**config.mk**
```make
export PLATFORM = sky130hd
export DESIGN_NAME = issue_scoreboard
export DESIGN_NICKNAME = d
export VERILOG_FILES = /design/src/rtl/issue_scoreboard_pkg.sv /design/src/rtl/sb_regvec.sv /design/src/rtl/issue_scoreboard.sv
export SDC_FILE = /design/constraint.sdc
export NUM_CORES = 1
export LEC_CHECK = 0
export BUFFER_PORTS_ARGS = -buffer_cell sky130_fd_sc_hd__buf_4
export CAP_MARGIN = 0
export CORE_ASPECT_RATIO = 2
export CORE_MARGIN = 5
export CORE_UTILIZATION = 55
export DETAILED_ROUTE_END_ITERATION = 16
export GPL_ROUTABILITY_DRIVEN = 0
export PLACE_DENSITY = 0.81
export RECOVER_POWER = 100
export SLEW_MARGIN = 20
export SYNTH_ARGS = -nofsm -noshare
export SYNTH_HDL_FRONTEND = slang
export SYNTH_SLANG_ARGS = --single-unit
```
**constraint.sdc**
```tcl
create_clock -name i_clk -period 4.8 [get_ports i_clk]
set_input_delay 0.24 -clock i_clk [delete_from_list [all_inputs] [get_ports i_clk]]
set_output_delay 0.24 -clock i_clk [all_outputs]
set_load 0.02 [all_outputs]
```
**src/rtl/issue_scoreboard_pkg.sv**
```systemverilog
// Shared parameters for the issue scoreboard: outstanding-op limit and the
// one-hot decoded instruction encodings carried through the issue stage.
package issue_scoreboard_pkg;

    localparam int MAX_OUTST_DEFAULT = 4;
    localparam int INST_W            = 64;

    localparam logic [INST_W-1:0] INST_NONE = 64'h0000_0000_0000_0000;
    localparam logic [INST_W-1:0] INST_ADD  = 64'h0000_0000_0000_0001;
    localparam logic [INST_W-1:0] INST_SUB  = 64'h0000_0000_0000_0002;
    localparam logic [INST_W-1:0] INST_MUL  = 64'h0000_0000_0000_0004;
    localparam logic [INST_W-1:0] INST_DIV  = 64'h0000_0000_0000_0008;
    localparam logic [INST_W-1:0] INST_FLW  = 64'h0000_0000_0000_0010;
    localparam logic [INST_W-1:0] INST_FSW  = 64'h0000_0000_0000_0020;

    // Pick the busy bit from the register file named by the operand's FP flag.
    function automatic logic busy_sel(input logic fp, input logic int_bit, input logic fp_bit);
        return fp ? fp_bit : int_bit;
    endfunction

endpackage

```
**src/rtl/sb_regvec.sv**
```systemverilog
// 32-entry busy vector with one set port, one clear port and three read ports.
// Set wins over clear on the same bit; bit 0 can be hard-wired to zero.
module sb_regvec #(
    parameter logic ZERO_HARD = 1'b0
) (
    input  logic       clk,
    input  logic       rst,
    input  logic       set_en,
    input  logic [4:0] set_idx,
    input  logic       clr_en,
    input  logic [4:0] clr_idx,
    input  logic [4:0] rd_a_idx,
    input  logic [4:0] rd_b_idx,
    input  logic [4:0] rd_c_idx,
    output logic       rd_a,
    output logic       rd_b,
    output logic       rd_c
);

    logic [31:0] busy_r;
    logic [31:0] busy_nxt_s;
    logic [31:0] set_mask_s;
    logic [31:0] clr_mask_s;
    logic [31:0] keep_mask_s;

    // Next busy value: clear first, then set, then force the hard-zero bit.
    always_comb begin
        set_mask_s  = set_en ? (32'd1 << set_idx) : 32'd0;
        clr_mask_s  = clr_en ? (32'd1 << clr_idx) : 32'd0;
        keep_mask_s = ZERO_HARD ? 32'hFFFF_FFFE : 32'hFFFF_FFFF;
        busy_nxt_s  = ((busy_r & ~clr_mask_s) | set_mask_s) & keep_mask_s;
    end

    // Busy vector register.
    always_ff @(posedge clk or posedge rst) begin
        if (rst) begin
            busy_r <= 32'd0;
        end else begin
            busy_r <= busy_nxt_s;
        end
    end

    assign rd_a = busy_r[rd_a_idx];
    assign rd_b = busy_r[rd_b_idx];
    assign rd_c = busy_r[rd_c_idx];

endmodule

```
**src/rtl/issue_scoreboard.sv**
```systemverilog
// In-order issue scoreboard: tracks long-latency destinations in INT/FP busy
// vectors, stalls dependent instructions and holds one issue register.
module issue_scoreboard
    import issue_scoreboard_pkg::*;
#(
    parameter int MAX_OUTST = MAX_OUTST_DEFAULT
) (
    input  logic              i_clk,
    input  logic              i_rst,
    input  logic              dec_valid_i,
    output logic              dec_ready_o,
    input  logic [4:0]        rs1_i,
    input  logic [4:0]        rs2_i,
    input  logic [4:0]        rd_i,
    input  logic              rs1_fp_i,
    input  logic              rs2_fp_i,
    input  logic              rd_fp_i,
    input  logic              rd_we_i,
    input  logic              long_lat_i,
    input  logic [INST_W-1:0] inst_i,
    output logic              issue_valid_o,
    input  logic              issue_ready_i,
    output logic [INST_W-1:0] issue_inst_o,
    output logic [4:0]        issue_rd_o,
    output logic              issue_rd_fp_o,
    input  logic              wb_valid_i,
    input  logic [4:0]        wb_rd_i,
    input  logic              wb_fp_i,
    input  logic              flush_i,
    output logic [3:0]        outst_o
);

    typedef enum logic [1:0] {
        ST_RUN   = 2'd0,
        ST_STALL = 2'd1,
        ST_DRAIN = 2'd2
    } state_t;

    localparam logic [3:0] MAX_CNT = 4'(MAX_OUTST);

    state_t            state_r, state_nxt_s;
    logic [3:0]        outst_r;
    logic              issue_valid_r;
    logic [INST_W-1:0] issue_inst_r;
    logic [4:0]        issue_rd_r;
    logic              issue_rd_fp_r;

    logic int_rs1_s, int_rs2_s, int_rd_s;
    logic fp_rs1_s, fp_rs2_s, fp_rd_s;
    logic hazard_s, full_block_s, dec_ready_s, accept_s;
    logic inc_s, dec_s;
    logic int_set_s, fp_set_s, int_clr_s, fp_clr_s;

    // A writeback with nothing in flight is stale (e.g. crossed a reset) and is dropped.
    assign inc_s     = accept_s & long_lat_i;
    assign dec_s     = wb_valid_i & (outst_r != 4'd0);
    assign int_set_s = inc_s & rd_we_i & ~rd_fp_i;
    assign fp_set_s  = inc_s & rd_we_i & rd_fp_i;
    assign int_clr_s = dec_s & ~wb_fp_i;
    assign fp_clr_s  = dec_s & wb_fp_i;

    sb_regvec #(.ZERO_HARD(1'b1)) u_int_busy (
        .clk(i_clk), .rst(i_rst),
        .set_en(int_set_s), .set_idx(rd_i),
        .clr_en(int_clr_s), .clr_idx(wb_rd_i),
        .rd_a_idx(rs1_i), .rd_b_idx(rs2_i), .rd_c_idx(rd_i),
        .rd_a(int_rs1_s), .rd_b(int_rs2_s), .rd_c(int_rd_s)
    );

    sb_regvec #(.ZERO_HARD(1'b0)) u_fp_busy (
        .clk(i_clk), .rst(i_rst),
        .set_en(fp_set_s), .set_idx(rd_i),
        .clr_en(fp_clr_s), .clr_idx(wb_rd_i),
        .rd_a_idx(rs1_i), .rd_b_idx(rs2_i), .rd_c_idx(rd_i),
        .rd_a(fp_rs1_s), .rd_b(fp_rs2_s), .rd_c(fp_rd_s)
    );

    // Hazard and accept decision; STALL is only a bookkeeping state, so
    // readiness is re-evaluated there exactly as in RUN.
    always_comb begin
        hazard_s = dec_valid_i & (busy_sel(rs1_fp_i, int_rs1_s, fp_rs1_s) |
                                  busy_sel(rs2_fp_i, int_rs2_s, fp_rs2_s) |
                                  (rd_we_i & busy_sel(rd_fp_i, int_rd_s, fp_rd_s)));
        full_block_s = long_lat_i & (outst_r == MAX_CNT);
        dec_ready_s  = (state_r != ST_DRAIN) & ~hazard_s & (~issue_valid_r | issue_ready_i) &
                       ~full_block_s & ~flush_i;
        accept_s     = dec_valid_i & dec_ready_s;
    end

    // FSM next state.
    always_comb begin
        state_nxt_s = state_r;
        case (state_r)
            ST_RUN: begin
                if (flush_i) begin
                    state_nxt_s = ST_DRAIN;
                end else if (dec_valid_i && !dec_ready_s) begin
                    state_nxt_s = ST_STALL;
                end else begin
                    state_nxt_s = ST_RUN;
                end
            end
            ST_STALL: begin
                if (flush_i) begin
                    state_nxt_s = ST_DRAIN;
                end else if (dec_ready_s) begin
                    state_nxt_s = ST_RUN;
                end else begin
                    state_nxt_s = ST_STALL;
                end
            end
            ST_DRAIN: begin
                if (!flush_i && outst_r == 4'd0) begin
                    state_nxt_s = ST_RUN;
                end else begin
                    state_nxt_s = ST_DRAIN;
                end
            end
            default: state_nxt_s = ST_RUN;
        endcase
    end

    // FSM state and in-flight counter.
    always_ff @(posedge i_clk or posedge i_rst) begin
        if (i_rst) begin
            state_r <= ST_RUN;
            outst_r <= 4'd0;
        end else begin
            state_r <= state_nxt_s;
            if (inc_s && !dec_s) begin
                outst_r <= outst_r + 4'd1;
            end else if (dec_s && !inc_s) begin
                outst_r <= outst_r - 4'd1;
            end else begin
                outst_r <= outst_r;
            end
        end
    end

    // Issue register: flush empties it, accept loads it, a taken issue drains it.
    always_ff @(posedge i_clk or posedge i_rst) begin
        if (i_rst) begin
            issue_valid_r <= 1'b0;
            issue_inst_r  <= INST_NONE;
            issue_rd_r    <= 5'd0;
            issue_rd_fp_r <= 1'b0;
        end else if (flush_i) begin
            issue_valid_r <= 1'b0;
            issue_inst_r  <= INST_NONE;
            issue_rd_r    <= 5'd0;
            issue_rd_fp_r <= 1'b0;
        end else if (accept_s) begin
            issue_valid_r <= 1'b1;
            issue_inst_r  <= inst_i;
            issue_rd_r    <= rd_i;
            issue_rd_fp_r <= rd_fp_i;
        end else if (issue_ready_i) begin
            issue_valid_r <= 1'b0;
        end else begin
            issue_valid_r <= issue_valid_r;
        end
    end

    assign dec_ready_o   = dec_ready_s;
    assign issue_valid_o = issue_valid_r;
    assign issue_inst_o  = issue_inst_r;
    assign issue_rd_o    = issue_rd_r;
    assign issue_rd_fp_o = issue_rd_fp_r;
    assign outst_o       = outst_r;

endmodule

```
==> reports/results.ini, run 1 <==
[timing]
max_freq_mhz = 248
setup_tns_ns = 0
rsz0062_at_grt = no
fin_crit_sh_pct = 83.8
finalHoldViolCount = 0
finClkSkew_ns = 0.0133
fin_crit_ns = 4.02
setup_ws_ns = 0.776
setup-violations-final = 0
relSlewSlack_pct = -40.5
drv_slew = 159
worst_pin_slew_ns = 2.10
whs_ns = 0.0309

[floorplanning]
dieArea_um2 = 16900
die_w_um = 94.4
die_h_um = 179
coreArea_um2 = 14000
rows = 61
io_pins = 172
start_util_pct = 56.2

[job]
max-cap-violations = 3

[setup_path]
reg2reg_depth = 8
critPathMaxFanout = 71
timing.rr.start = u_int_busy.busy_r[15]
crit_top_cell = mux4_2
path_class = reg -> reg
cpPeakStageDelay_ns = 1.35
critical-path-slowest-cell = clkbuf_2
r2r_slack_ns = 0.78
crit_path_end = issue_inst_o[54]
worstReg2RegEnd = issue_inst_o[54]
required_ns = 5.10
path_cells = mux4_2 -> mux4_2 -> nand2_1 -> nand3_1 -> and3_1 -> nor3_4 -> clkbuf_2 -> mux2_2
cp-end-kind = flip-flop
crit_path_start = u_int_busy.busy_r[15]
startpoint_type = flip-flop
arrival_ns = 4.32

[yosys]
async_reset_ff_share_pct = 100
synthesis.nets = 771
yosysSeqAreaShare_pct = 44.7
yosysWarnings = 0
synth_ff_type = dfrtp_1
synth_cell_type_count = 49
syn_avg_cell_area_um2 = 11.7
synthesis.area_um2 = 7840
synthCells = 671
ys_ff_latch = 140
synth-edff-count = 0

[status]
violations = capacitance limit, slew limit
status = finished, violations left

[cts]
clk_pin_slew_worst_paths_ns = 0.07
numCtsBuffers = 17
cts_tree = yes
cts_root_buffer = clkbuf_16
post_cts_resized = 0
insertion_delay_ns = 0.43
clkSinkCount = 140
h-tree-depth = 4
clockBufferDepth = 2

[cells_and_area]
diodes = 0
nets = 918
fill_cells = 1099
fin_area_um2 = 9420
area_growth_pct = 20.1
drive_above_1_share_pct = 23.7

[global_routing]
gr-total-overflow = 0
grt_pass1_wl_mm = 39.2
grt_pass1_vias = 7093
grt.total_usage_pct = 31.2
grt_max_degree = 72
grt_antenna_before_repair = 0

[power]
peakVddDrop_mv = 0.285
clkPwrFrac_pct = 39.4
power_density_nw_per_um2 = 336
p_sw_share_pct = 31.6
leakage_nw = 4.17
power.switching_w = 0.000999
combPwrFrac_pct = 19.0
seq_power_share_pct = 41.7
internal-power_w = 0.00217

[drt]
via_per_inst = 6.65
route.detailed.drc = 0
antenna_left = 0
routed_wirelength_mm = 25.5
drt_iter0_drc = 640
first_pass_iters = 5
wl_per_cell_um = 25.0
num_vias = 6788

[placed_design]
post-place-ws_ns = 0.951
port_buffers = 171
postPlaceCellArea_um2 = 9160
dp_hpwl_mm = 18.4

[worst_hold_path]
hp-class = in -> reg

-- kinds of logic after synthesis --
| kind of cell | after synthesis | share of synthesized area, % |
|---|---|---|
| buffers and inverters | 60 | 3.67 |
| flip-flops | 140 | 44.7 |
| AO/OA/AOI/OAI | 157 | 13.0 |
| adder cells (fa/ha/maj) | 4 | 0.734 |
| AND/OR/NAND/NOR | 176 | 12.5 |
| multiplexers | 130 | 25.0 |
| XOR/XNOR | 4 | 0.447 |
-- layout make-up --
class	count	area [µm²]	area share [%]
Sequential cell	140	3500	37.2
Inverter	12	46.3	0.491
Clock inverter	14	125	1.33
Tap cell	189	236	2.51
Clock buffer	18	429	4.56
Multi-Input combinational cell	471	4050	43.0
Timing Repair Buffer	176	1030	11.0
-- power by group through the flow --
stage / Clock, W / Combinational, W / Sequential [W]
after floorplan: 0 / 0.000311 / 0.00140
after global placement: 0 / 0.000619 / 0.00134
after detailed placement: 0 / 0.000645 / 0.00134
after CTS: 0.00125 / 0.000648 / 0.00132
after global routing: 0.00130 / 0.000641 / 0.00133
final: 0.00125 / 0.000600 / 0.00132
-- layout by cell type (no fill, tap or decap), drive strengths merged, types with 12 or more instances in the layout --
cell / synthesis / final
dfrtp: 140 / 140
nand3: 13 / 13
mux4: 46 / 46
or2: 12 / 12
nor2: 12 / 12
o31ai: 64 / 64
inv: 11 / 18
buf: 15 / 96
nand2: 38 / 38
mux2i: 14 / 14
nor2b: 74 / 74
mux2: 70 / 70
clkbuf: 33 / 97
o21ai: 66 / 66
-- registers in the layout, summed over array words and instances, names as in the netlist --
signal	flops
issue_inst_o	64
u_fp_busy.busy_r	32
u_int_busy.busy_r	31
issue_rd_o	5
outst_o	4
state_r	2
issue_rd_fp_o	1
issue_valid_o	1
-- repair_timing --
action / 4_1_cts / 5_1_grt
hold buffers: 1 / 0
endpoints found under the hold margin: 46 / 0
setup endpoints to repair: 0 / 0
setup buffers: 0 / 0
-- critical path, delay by kind of cell, from the launching register on --
| kind | cells | cell delay (ns) |
|---|---|---|
| buf+inv | 1 | 1.35 |
| mux | 3 | 1.46 |
| flops | 1 | 0.45 |
| simple gates | 4 | 0.60 |
-- metrics by stage --
step	std cells	total power (W)	utilization, %
after CTS	1020	0.00322	69.6
after floorplan	671	0.00171	-
final	1020	0.00316	67.5
after global routing	1020	0.00328	67.5
after global placement	987	0.00196	65.6
after detailed placement	987	0.00199	65.6
-- cell usage after synthesis, types with 7 or more instances --
cell type,count,area (µm²)
buf_6,7,78.8
clkbuf_1,33,124
dfrtp_1,140,3500
inv_1,11,41.3
mux2_1,63,709
mux2_2,7,78.8
mux2i_1,14,140
mux4_2,46,1040
nand2_1,38,143
nand3_1,13,65.1
nor2_1,12,45.0
nor2b_1,74,463
o21ai_0,66,330
o31ai_1,64,480
or2_2,12,75.1
-- worst min-delay path by stage --
stage	from	endpoint	slack (ns)	cells after the start
2_1_floorplan	inst_i[0]	issue_inst_o[0]	0.37	1
3_3_place_gp	i_rst	issue_inst_o[55]	0.34	2
3_5_place_dp	i_rst	issue_inst_o[57]	0.35	2
4_1_cts	inst_i[61]	issue_inst_o[61]	0.02	2
5_1_grt	inst_i[29]	issue_inst_o[29]	0.02	2
6_report	inst_i[61]	issue_inst_o[61]	0.03	2
-- metal layers --
layer | share of wire, % | routed length [µm] | track usage [%]
met1 | 31 | 7840 | 33.5
met2 | 51 | 12900 | 53.6
met3 | 11 | 2820 | 7.81
met4 | 7.6 | 1940 | 20.2
met5 | 0 | 0 | 0
Power figures use the tool's default switching activity.
==> run 2: changes to the inputs <==
==> constraint.sdc (replaced) <==
create_clock -name i_clk -period 3.85 [get_ports i_clk]
set_input_delay 0.1925 -clock i_clk [delete_from_list [all_inputs] [get_ports i_clk]]
set_output_delay 0.1925 -clock i_clk [all_outputs]
set_load 0.02 [all_outputs]
==> reports/results.ini, run 2 (same netlist as run 1, synthesis figures left out) <==
[status]
status = finished, violations left  ; unchanged
violations = capacitance limit, slew limit  ; unchanged

[drt]
num_vias = 7016  ; was 6788
routed_wirelength_mm = 27.2  ; was 25.5 mm
antenna_left = 0  ; unchanged
first_pass_iters = 8  ; was 5
drt_iter0_drc = 690  ; was 640
route.detailed.drc = 0  ; unchanged
via_per_inst = 6.50  ; was 6.65
wl_per_cell_um = 25.2  ; was 25.0 µm

[cts]
insertion_delay_ns = 0.43  ; about the same
clkSinkCount = 140  ; unchanged
h-tree-depth = 4  ; unchanged
clockBufferDepth = 2  ; unchanged
clk_pin_slew_worst_paths_ns = 0.07  ; about the same
numCtsBuffers = 17  ; unchanged
cts_root_buffer = clkbuf_16  ; unchanged
cts_setup_buffers = 0  ; unchanged
cts_tree = yes  ; unchanged

[global_routing]
grt_max_degree = 78  ; was 72
grt.total_usage_pct = 32.1  ; was 31.2%
gr-total-overflow = 0  ; unchanged
grt_pass1_vias = 7525  ; was 7093
grt_pass1_wl_mm = 40.6  ; was 39.2 mm
grt_antenna_before_repair = 0  ; unchanged

[setup_path]
reg2reg_depth = 15  ; was 8
path_class = reg -> reg  ; unchanged
critPathMaxFanout = 4  ; was 71
worstReg2RegEnd = outst_o[3]  ; was issue_inst_o[54]
required_ns = 4.16  ; was 5.10 ns
crit_buf_inv = 1  ; unchanged
r2r_slack_ns = 0.24  ; was 0.78 ns
cpPeakStageDelay_ns = 0.50  ; was 1.35 ns
cp-end-kind = flip-flop  ; unchanged
path_cells = mux4_2 -> mux4_2 -> and3_1 -> a21oi_1 -> o211ai_1 -> nor3_4 -> and2_0 -> ha_1 -> inv_1 -> ha_1 -> a21o_1 -> a21oi_1 -> xnor2_1 -> nor2_1 -> xor2_1  ; was mux4_2 -> mux4_2 -> nand2_1 -> nand3_1 -> and3_1 -> nor3_4 -> clkbuf_2 -> mux2_2
cp_top_family = multiplexers  ; unchanged
critical-path-slowest-cell = mux4_2  ; was clkbuf_2
startpoint_type = flip-flop  ; unchanged
timing.rr.start = u_fp_busy.busy_r[20]  ; was u_int_busy.busy_r[15]
crit_path_start = u_fp_busy.busy_r[20]  ; was u_int_busy.busy_r[15]
arrival_ns = 3.92  ; was 4.32 ns

[floorplanning]
dieArea_um2 = 16900  ; unchanged
die_h_um = 179  ; unchanged
start_util_pct = 56.2  ; unchanged
rows = 61  ; unchanged
coreArea_um2 = 14000  ; unchanged
die_w_um = 94.4  ; unchanged
io_pins = 172  ; unchanged

[worst_hold_path]
min_from = inst_i[9]  ; was inst_i[61]
hp-class = in -> reg  ; unchanged
min_to = issue_inst_o[9]  ; was issue_inst_o[61]
worstHoldPathCells = 2  ; unchanged

[cells_and_area]
fill_cells = 1014  ; was 1099
fin_area_um2 = 10000  ; was 9420 µm²
final_cell_mix = dfrtp_1 (140), buf_4 (105), clkbuf_1 (77)  ; was dfrtp_1 (140), buf_4 (96), clkbuf_1 (77)
diodes = 0  ; unchanged
nets = 977  ; was 918
drive_above_1_share_pct = 23.3  ; was 23.7%
area_growth_pct = 27.6  ; was 20.1%
largest_reg_flops = 64  ; unchanged
final_common_cell = dfrtp_1  ; unchanged

[timing]
whs_ns = 0.00454  ; was 0.0309 ns
fin_crit_sh_pct = 93.8  ; was 83.8%
drv_slew = 35  ; was 159
fin_crit_ns = 3.61  ; was 4.02 ns
rsz0062_at_grt = no  ; unchanged
setup-violations-final = 0  ; unchanged
finClkSkew_ns = 0.0173  ; was 0.0133 ns
finalHoldViolCount = 0  ; unchanged
worst_pin_slew_ns = 1.79  ; was 2.10 ns
max_freq_mhz = 277  ; was 248 MHz
relSlewSlack_pct = -19.6  ; was -40.5%

[placed_design]
postPlaceCellArea_um2 = 9240  ; was 9160 µm²
port_buffers = 171  ; unchanged
dp_hpwl_mm = 18.4  ; about the same

[power]
peakVddDrop_mv = 0.339  ; was 0.285 mV
leakage_nw = 4.43  ; was 4.17 nW
power_density_nw_per_um2 = 401  ; was 336 nW/µm²

[job]
max-cap-violations = 1  ; was 3

-- run 2: cell type report --
| cell class | instances | area, µm² | share of cell area, % |
|---|---|---|---|
| Multi-Input combinational cell | 471 | 4050 | 40.4 |
| Sequential cell | 140 | 3500 | 35.0 |
| Timing Repair Buffer | 235 | 1610 | 16.1 |
| Clock buffer | 18 | 439 | 4.39 |
| Tap cell | 189 | 236 | 2.36 |
| Clock inverter | 14 | 124 | 1.24 |
| Inverter | 12 | 46.3 | 0.462 |
-- run 2: worst max-delay path by stage --
stage | end | slack, ns | cells after the start
2_1_floorplan | outst_o[3] | -0.09 | 18
3_3_place_gp | outst_o[3] | 0.17 | 16
3_5_place_dp | outst_o[3] | 0.10 | 16
4_1_cts | outst_o[3] | 0.24 | 15
5_1_grt | outst_o[3] | 0.06 | 15
6_report | outst_o[3] | 0.24 | 15
-- run 2: worst register-to-register path: stages (launching register included) --
cell      delay, ns
dfrtp_1        0.42
mux4_2         0.50
mux4_2         0.47
and3_1         0.20
a21oi_1        0.11
o211ai_1       0.18
nor3_4         0.23
and2_0         0.15
ha_1           0.18
inv_1          0.09
ha_1           0.29
a21o_1         0.18
a21oi_1        0.17
xnor2_1        0.13
nor2_1         0.06
xor2_1         0.14
-- run 2: report_power, final --
group          internal, W  switching (W)
Combinational     0.000325       0.000472
Sequential         0.00156      0.0000816
Clock             0.000864       0.000710
-- run 2: per-layer routing --
metal	global-route usage, %	vias up	routed length, µm
li1	-	2909	-
met1	34.2	3407	8620
met2	55.8	543	13800
met3	7.81	157	2740
met4	20.3	0	2000
met5	0	-	0
-- run 2: per-stage QoR --
step	cells	setup WS, ns	total power, W	utilization (%)	setup TNS [ns]
4_1_cts	1075	0.239	0.00407	73.6	0
6_report	1079	0.240	0.00402	71.7	0
3_3_place_gp	996	0.172	0.00245	66.2	0
5_1_grt	1079	0.0642	0.00418	71.7	0
2_1_floorplan	671	-0.0936	0.00213	-	-0.0936
3_5_place_dp	996	0.103	0.00247	66.2	0
-- run 2: what timing repair did --
item,4_1_cts,5_1_grt
gates resized for setup,0,0
endpoints found under the hold margin,47,21
hold buffers,47,3
